## src/rtl/chain_ena_sequencer.sv

```systemverilog
// Round-robin owner selection plus a one-hot walk of a shared stage-enable chain.
// Optional macro CHAIN_STALL_EN: when defined, stall=1 in RUN freezes the walk.
module chain_ena_sequencer #(
    parameter int CHAIN_LENGTH = 4,
    parameter int NREQ         = 3
) (
    input  logic                          clk,
    input  logic                          rst_n,
    input  logic [NREQ-1:0]               req,
    input  logic                          stall,
    output logic [NREQ-1:0]               gnt,
    output logic [CHAIN_LENGTH:0]         stage_ena,
    output logic                          busy,
    output logic                          done,
    output logic                          abort,
    output logic [$clog2(NREQ)-1:0]       done_id
);

    localparam int IDW = $clog2(NREQ);
    localparam int SW  = $clog2(CHAIN_LENGTH + 1);
    localparam logic [SW-1:0] LAST    = SW'(CHAIN_LENGTH);
    localparam logic [SW-1:0] LAST_M1 = SW'(CHAIN_LENGTH - 1);

    typedef enum logic {IDLE, RUN} state_t;

    state_t                state_q, state_d;
    logic [NREQ-1:0]       gnt_d;
    logic [CHAIN_LENGTH:0] stage_d;
    logic                  busy_d, done_d, abort_d, advance;
    logic [IDW-1:0]        done_id_d, ptr_q, ptr_d, owner_q, owner_d, win;
    logic [SW-1:0]         s_q, s_d;
    logic                  found;
    int unsigned           arb_idx;

`ifdef CHAIN_STALL_EN
    assign advance = !stall;
`else
    logic unused_stall;
    assign unused_stall = stall;
    assign advance      = 1'b1;
`endif

    // Search starts at the pointer and wraps modulo NREQ, so any NREQ works.
    always_comb begin
        win     = '0;
        found   = 1'b0;
        arb_idx = 0;
        for (int i = 0; i < NREQ; i++) begin
            arb_idx = (int'(ptr_q) + i) % NREQ;
            if (!found && req[arb_idx]) begin
                found = 1'b1;
                win   = IDW'(arb_idx);
            end
        end
    end

    always_comb begin
        // NOTE: every output of this block gets a default first, so no latch can be inferred.
        state_d   = state_q;
        gnt_d     = '0;
        stage_d   = '0;
        busy_d    = 1'b0;
        done_d    = 1'b0;
        abort_d   = 1'b0;
        done_id_d = done_id;
        ptr_d     = ptr_q;
        owner_d   = owner_q;
        s_d       = s_q;
        case (state_q)
            IDLE: begin
                if (found) begin
                    state_d = RUN;
                    gnt_d   = NREQ'(1) << win;
                    stage_d = (CHAIN_LENGTH+1)'(1);
                    busy_d  = 1'b1;
                    s_d     = '0;
                    owner_d = win;
                    ptr_d   = (win == IDW'(NREQ - 1)) ? '0 : win + 1'b1;
                end
            end
            RUN: begin
                if (s_q == LAST) begin
                    // Done cycle: return to IDLE even if the owner dropped req now.
                    state_d = IDLE;
                end else if (!req[owner_q]) begin
                    state_d   = IDLE;
                    abort_d   = 1'b1;
                    done_id_d = owner_q;
                end else begin
                    gnt_d  = gnt;
                    busy_d = 1'b1;
                    if (advance) begin
                        s_d     = s_q + 1'b1;
                        stage_d = stage_ena << 1;
                        if (s_q == LAST_M1) begin
                            done_d    = 1'b1;
                            done_id_d = owner_q;
                        end
                    end else begin
                        stage_d = stage_ena;
                    end
                end
            end
            default: state_d = IDLE;
        endcase
    end

    // NOTE: state registers use non-blocking assignments so all flops update together.
    always_ff @(posedge clk) begin
        if (!rst_n) begin
            state_q   <= IDLE;
            gnt       <= '0;
            stage_ena <= '0;
            busy      <= 1'b0;
            done      <= 1'b0;
            abort     <= 1'b0;
            done_id   <= '0;
            ptr_q     <= '0;
            owner_q   <= '0;
            s_q       <= '0;
        end else begin
            state_q   <= state_d;
            gnt       <= gnt_d;
            stage_ena <= stage_d;
            busy      <= busy_d;
            done      <= done_d;
            abort     <= abort_d;
            done_id   <= done_id_d;
            ptr_q     <= ptr_d;
            owner_q   <= owner_d;
            s_q       <= s_d;
        end
    end

endmodule

```

## config.mk

```make
export PLATFORM = sky130hd
export DESIGN_NAME = chain_ena_sequencer
export DESIGN_NICKNAME = d
export VERILOG_FILES = /design/src/rtl/chain_ena_sequencer.sv
export SDC_FILE = /design/constraint.sdc
export NUM_CORES = 1
export LEC_CHECK = 0
export ABC_AREA = 0
export CORE_MARGIN = 2
export CORE_UTILIZATION = 52
export CTS_BUF_LIST = sky130_fd_sc_hd__clkbuf_8
export CTS_CLUSTER_SIZE = 25
export DETAILED_ROUTE_END_ITERATION = 10
export GPL_ROUTABILITY_DRIVEN = 0
export PLACE_DENSITY = 0.8
export SETUP_SLACK_MARGIN = 0.15
export SLEW_MARGIN = 20
export SYNTH_ARGS = -nofsm -noshare
export SYNTH_HDL_FRONTEND = slang
export SYNTH_SLANG_ARGS = --single-unit
```

## constraint.sdc

```tcl
create_clock -name clk -period 2.3 [get_ports clk]
set_clock_uncertainty 0.15 [all_clocks]
set_input_delay 0.46 -clock clk [delete_from_list [all_inputs] [get_ports clk]]
set_output_delay 0.46 -clock clk [all_outputs]
set_load 0.01 [all_outputs]
```

== After elaboration in Yosys (flattened, before gate mapping) ==
Index checks and enable logic that the tools add are counted.

* Shift operators: 1
* $lt $le $gt $ge: 4
* Multiplexer cells: 35
* Bitwise operators: 4
* Eq/ne operators: 8
* Divide/modulo/power cells: 3
* $mul: 0
* Reduce and logical (&&, ||, !) cells: 9
* $add $sub $neg: 4

{| class="wikitable"
|+ Operators with widths
! cell !! number
|-
| $lt 32x3->1 const B || 3
|-
| $mod 32x3->32 const B || 2
|-
| $mod 3x3->32 const B || 1
|-
| $mux 3 || 6
|-
| $mux 1 || 13
|-
| $mux 2 || 6
|-
| $pmux 3 s2 || 2
|-
| $mux 5 || 2
|-
| $pmux 5 s2 || 1
|-
| $bmux 1 s2 || 4
|-
| $reduce_and 3->1 || 2
|-
| $ne 2x1->1 const B || 2
|-
| $ne 2x2->1 const B || 2
|-
| $not 1->1 || 4
|-
| $reduce_or 4->1 || 1
|-
| $add 2x1->3 const B || 1
|-
| $add 2x2->3 const B || 1
|-
| $add 3x1->3 const B || 1
|-
| $eq 3x2->1 const B || 1
|-
| $eq 3x3->1 const B || 1
|-
| $lt 2x3->1 const B || 1
|-
| $ne 3x3->1 const B || 1
|-
| $reduce_or 3->1 || 1
|-
| $shl 1x2->3 const A || 1
|-
| 6 further kinds || 8
|}

* Memories kept: 0
* Bits in writable memories: 0
* ROM bits: 0
* Bits in latches: 0
* Bits in registers: 20
* Bits of input ports: 6
* Word-level logic and storage cells: 77
* Output and inout bits: 13

== Depth between registers and ports, before layout ==
* Word-level depth: 13
* Depth in mapped cells: 7
* Depth with buffers taken out: 7

== Least setup slack after synthesis ==
Ideal clock, no wire load.

* Path type: register -> register
* Start: register ptr_q[0]
* End: register ptr_q[0]
* Setup slack: 0.252 ns
* Data arrival time: 1.782 ns
* Data required time: 2.034 ns
* Stages on the path, launching flop included: 8
* Clock period less this slack: 2.048 ns
* Cell sequence: dfxtp_1 -> inv_1 -> ha_1 -> nand2b_2 -> a21o_1 -> a41o_2 -> and3_1 -> a31o_2

* Longest elaborated chain between the ends: 12

{| class="wikitable"
|+ Ends and longest elaborated chain
! what !! line !! RTL
|-
| start: declaration || 30 || <nowiki>logic [IDW-1:0] done_id_d, ptr_q, ptr_d, owner_q, owner_d, win;</nowiki>
|-
| start signal: assignment || 129 || <nowiki>ptr_q <= ptr_d;</nowiki>
|-
| parallel branches: the longest is 12 deep, another holds $mod 32x3->32 || -- ||
|}

Parallel ways; which one is timed is not known. The select of a mux whose other input is x is not followed.
A chain may end at the register's enable or synchronous reset.

== Final worst setup path ==
* Start: input port req[0]
* End: register ptr_q[0]

* Longest elaborated chain between the ends: 11

{| class="wikitable"
|+ Ends and longest elaborated chain
! what !! line !! RTL
|-
| start: declaration || 9 || <nowiki>input logic [NREQ-1:0] req,</nowiki>
|-
| $bmux 1 s2 || 50 || <nowiki>if (!found && req[arb_idx]) begin</nowiki>
|-
| $mux 1 (implied by the code) || 50 ||
|-
| $mux 1 || 50 ||
|-
| $logic_not 1->1 || 50 ||
|-
| $logic_and 1x1->1 || 50 ||
|-
| $mux 1 || 50 ||
|-
| $logic_not 1->1 || 50 ||
|-
| $logic_and 1x1->1 || 50 ||
|-
| $mux 2 || 50 ||
|-
| $add 2x1->2 or $eq 2x2->1 (tied branches) || 78 || <nowiki>ptr_d = (win == IDW'(NREQ - 1)) ? '0 : win + 1'b1;</nowiki>
|-
| $mux 2 || 78 ||
|}

Several ways; a longest one is shown, not always the timed one. The select of a mux whose other input is x is not followed.

==> run_results.csv <==
group,metric,value,unit
yosys,synth_nets,119,
grt,grt_pass1_vias,801,
layout,final_common_cell,"dfxtp_1",
clocking,clock_latency,0.26,ns
layout,mostFrequentLayoutCells,"dfxtp_1, clkdlybuf4s50_1, o21ai_0",
critical_path,worstSetupEndpointType,"flop",
layout,drive_gt1_frac,0.1955,
yosys,synth_area,984.7,sq um
critical_path,worstSetupPathType,"input port to flop",
drt,dr_wl_met3,89,um
critical_path,crit_chain,"clkdlybuf4s50_1 -> mux2i_1 -> o22a_1 -> a41o_2 -> and3_1 -> a31o_2",
floorplanning,core.rowCount,15,
critical_path,cp_num_buf_inv,1,
critical_path,crit_path_start_kind,"input port",
floorplanning,die_h,47.52,um
grt,gr-usage-all-layers,0.2281,
layout,fillers,131,
placement,dp_hpwl,1609,um
drt,met2_length,1161,um
yosys,synth_top_family_by_area,"simple AND/OR/NAND/NOR gates",
yosys,syn_avg_cell_area,9.290,sq um
sta,setup_slack,0.1904,ns
grt,grt_pass1_wl,3450,um
drt,via_per_inst,5.222,
yosys,synth_mux_area_frac,0.06099,
sta,fmax,474.0,MHz
sta,fin_crit_sh,0.9172,
floorplanning,start_util,0.5642,
yosys,yosys_register_bits,20,
placement,place_ws,-0.02299,ns
clocking,cts_root_buffer,"clkbuf_8",
grt,overflow,0,
drt,wl_per_cell,14.23,um
layout,num_antenna_cells,0,
sta,fin_crit,2.110,ns
drt,firstDrtPassIters,4,
floorplanning,ios,19,
yosys,synth_cells,106,
yosys,synth-compound-area-share,0.2046,
floorplanning,core-area,0.001745,sq mm
drt,highest_layer,"met4",
yosys,ys_seq_area_frac,0.4066,
floorplanning,dieArea,0.002258,sq mm
critical_path,path_delay_family,"compound AO/OA/AOI/OAI gates",
run,max_cap_violations,0,
sta,finalSetupTns,0,ns
critical_path,crit_arrival,2.11,ns
critical_path,required,2.30,ns
floorplanning,chipWidth,47.52,um
yosys,synth-xor-area-share,0,
critical_path,cpPeakStageDelay,0.57,ns
power,leakage,0.5287,nW
layout,fin_cells,158,
clocking,cts_hold_repair.buffers,0,
power,vdd_drop_max,942.0,uV
drt,ant_nets,0,
sta,drv_slew,0,
sta,final-setup-viol-count,0,
drt,drt_iter0_drc,23,
yosys,yosys.area_share.simple,0.2084,
yosys,synthAdderAreaFrac,0.08895,
worst_hold_path,hp-class,"flop to flop",
grt,grt_start_max_net_pins,13,
grt,grt_antenna_before_repair,0,
sta,rsz0062_at_grt,"false",
sta,hold_violations,0,
power,p_per_area,1317,mW/mm^2
critical_path,crit_slowest_cell,"clkdlybuf4s50_1",
layout,area_growth,35.96,%
layout,post-route-util,0.7670,
clocking,htreeDepth,1,
sta,relSlewSlack,0.6450,
placement,port_buffers,17,
yosys,yosys_warnings,0,
clocking,cts_buffers,3,
clocking,cts_tree,"built",
drt,drt_wl_total,2248,um
clocking,clock_sinks,20,
outcome,status,"finished clean",
drt,route.detailed.drc,0,
clocking,path_clk_slew,0.07,ns
yosys,ys_types,33,
layout,nets,147,
placement,placedCellCount,154,
critical_path,critPathMaxFanout,4,
sta,worst_pin_slew,0.5277,ns
drt,vias,825,
power,total_power,1.763,mW
drt,met1_length,967,um
clocking,cts_buffer_depth,2,
timing repair:
action                     CTS  global route
setup endpoints to repair   11             6
resized for setup            3             7
hold endpoints to repair     0             0
setup buffers                0             0
pin swaps                    0             2
kinds of logic after synthesis:
kind of cell	Yosys count
simple gates	38
fa+ha+maj	7
compound gates	27
flops	20
mux	6
buf+inv	8
flip-flops by register name, summed over array words and instances, names as in the netlist:
signal,count
abort,1
done,1
done_id,2
gnt,3
owner_q,2
ptr_q,2
s_q,3
stage_ena,5
state_q,1
worst min-delay path, stage by stage (launching register included):
cell	delay, ns
dfxtp_1	0.33
nand2_1	0.05
o21ai_0	0.06
cells in the mapped netlist:
cell / instances / area (sq um)
ha_1: 7 / 87.58
nor2b_2: 1 / 8.760
nand3_1: 6 / 30.03
o22a_1: 1 / 8.760
o2bb2ai_1: 1 / 8.760
dfxtp_1: 20 / 400.4
and3_1: 2 / 12.51
o22ai_2: 1 / 12.51
a21oi_1: 1 / 5.000
a21o_1: 1 / 7.510
o211ai_1: 1 / 7.510
nand2_1: 8 / 30.03
o221a_2: 1 / 11.26
a31o_2: 1 / 8.760
nor2b_1: 3 / 18.77
a32o_1: 1 / 10.01
nor3b_1: 1 / 7.510
a41o_2: 1 / 11.26
and2_1: 5 / 31.28
clkbuf_1: 1 / 3.750
and2b_1: 2 / 15.01
o21ai_0: 9 / 45.04
mux2i_1: 6 / 60.06
inv_1: 7 / 26.28
nor2_1: 7 / 26.28
o32a_1: 1 / 10.01
a21boi_0: 3 / 22.52
o21ai_2: 1 / 8.760
a41oi_1: 1 / 8.760
nand2b_2: 1 / 8.760
nand3b_1: 1 / 7.510
and2_4: 1 / 8.760
o21a_1: 2 / 15.01
layer usage:
layer	global-route usage	vias to the layer above
met4	0.1056	0
met3	0.04528	4
li1	-	426
met1	0.2834	373
met2	0.3784	22
met5	0	-
per-stage QoR:
stage          instance area [sq um]  hold WS (ns)
2_1_floorplan                  984.7        0.3194
3_3_place_gp                    1235        0.2821
3_5_place_dp                    1235        0.2951
4_1_cts                         1310        0.3157
5_1_grt                         1339        0.3227
6_report                        1339        0.3115
final timing paths:
| check | startpoint | to | slack [ns] | cells past startpoint |
|---|---|---|---|---|
| min reg2reg | gnt[1] | gnt[1] | 0.31 | 2 |
| max reg2reg | ptr_q[0] | gnt[0] | 0.21 | 7 |
| min | gnt[1] | gnt[1] | 0.31 | 2 |
| max | req[0] | ptr_q[0] | 0.19 | 6 |
layout make-up:
class | instances | area [sq um] | share of cell area
timing repair buffer | 24 | 222.7 | 0.1664
inverter | 7 | 26.28 | 0.01963
sequential | 20 | 405.4 | 0.3028
clock inverter | 1 | 30.03 | 0.02243
tap | 25 | 31.28 | 0.02336
multi-input combinational | 78 | 581.8 | 0.4346
clock buffer | 3 | 41.29 | 0.03084
where the power goes:
group	leakage [nW]	switching, mW	internal [mW]
Combinational	0.329	0.449	0.457
Clock	0.0357	0.115	0.232
Sequential	0.164	0.0738	0.435
Total	0.529	0.638	1.12
Power figures use the tool's default switching activity.
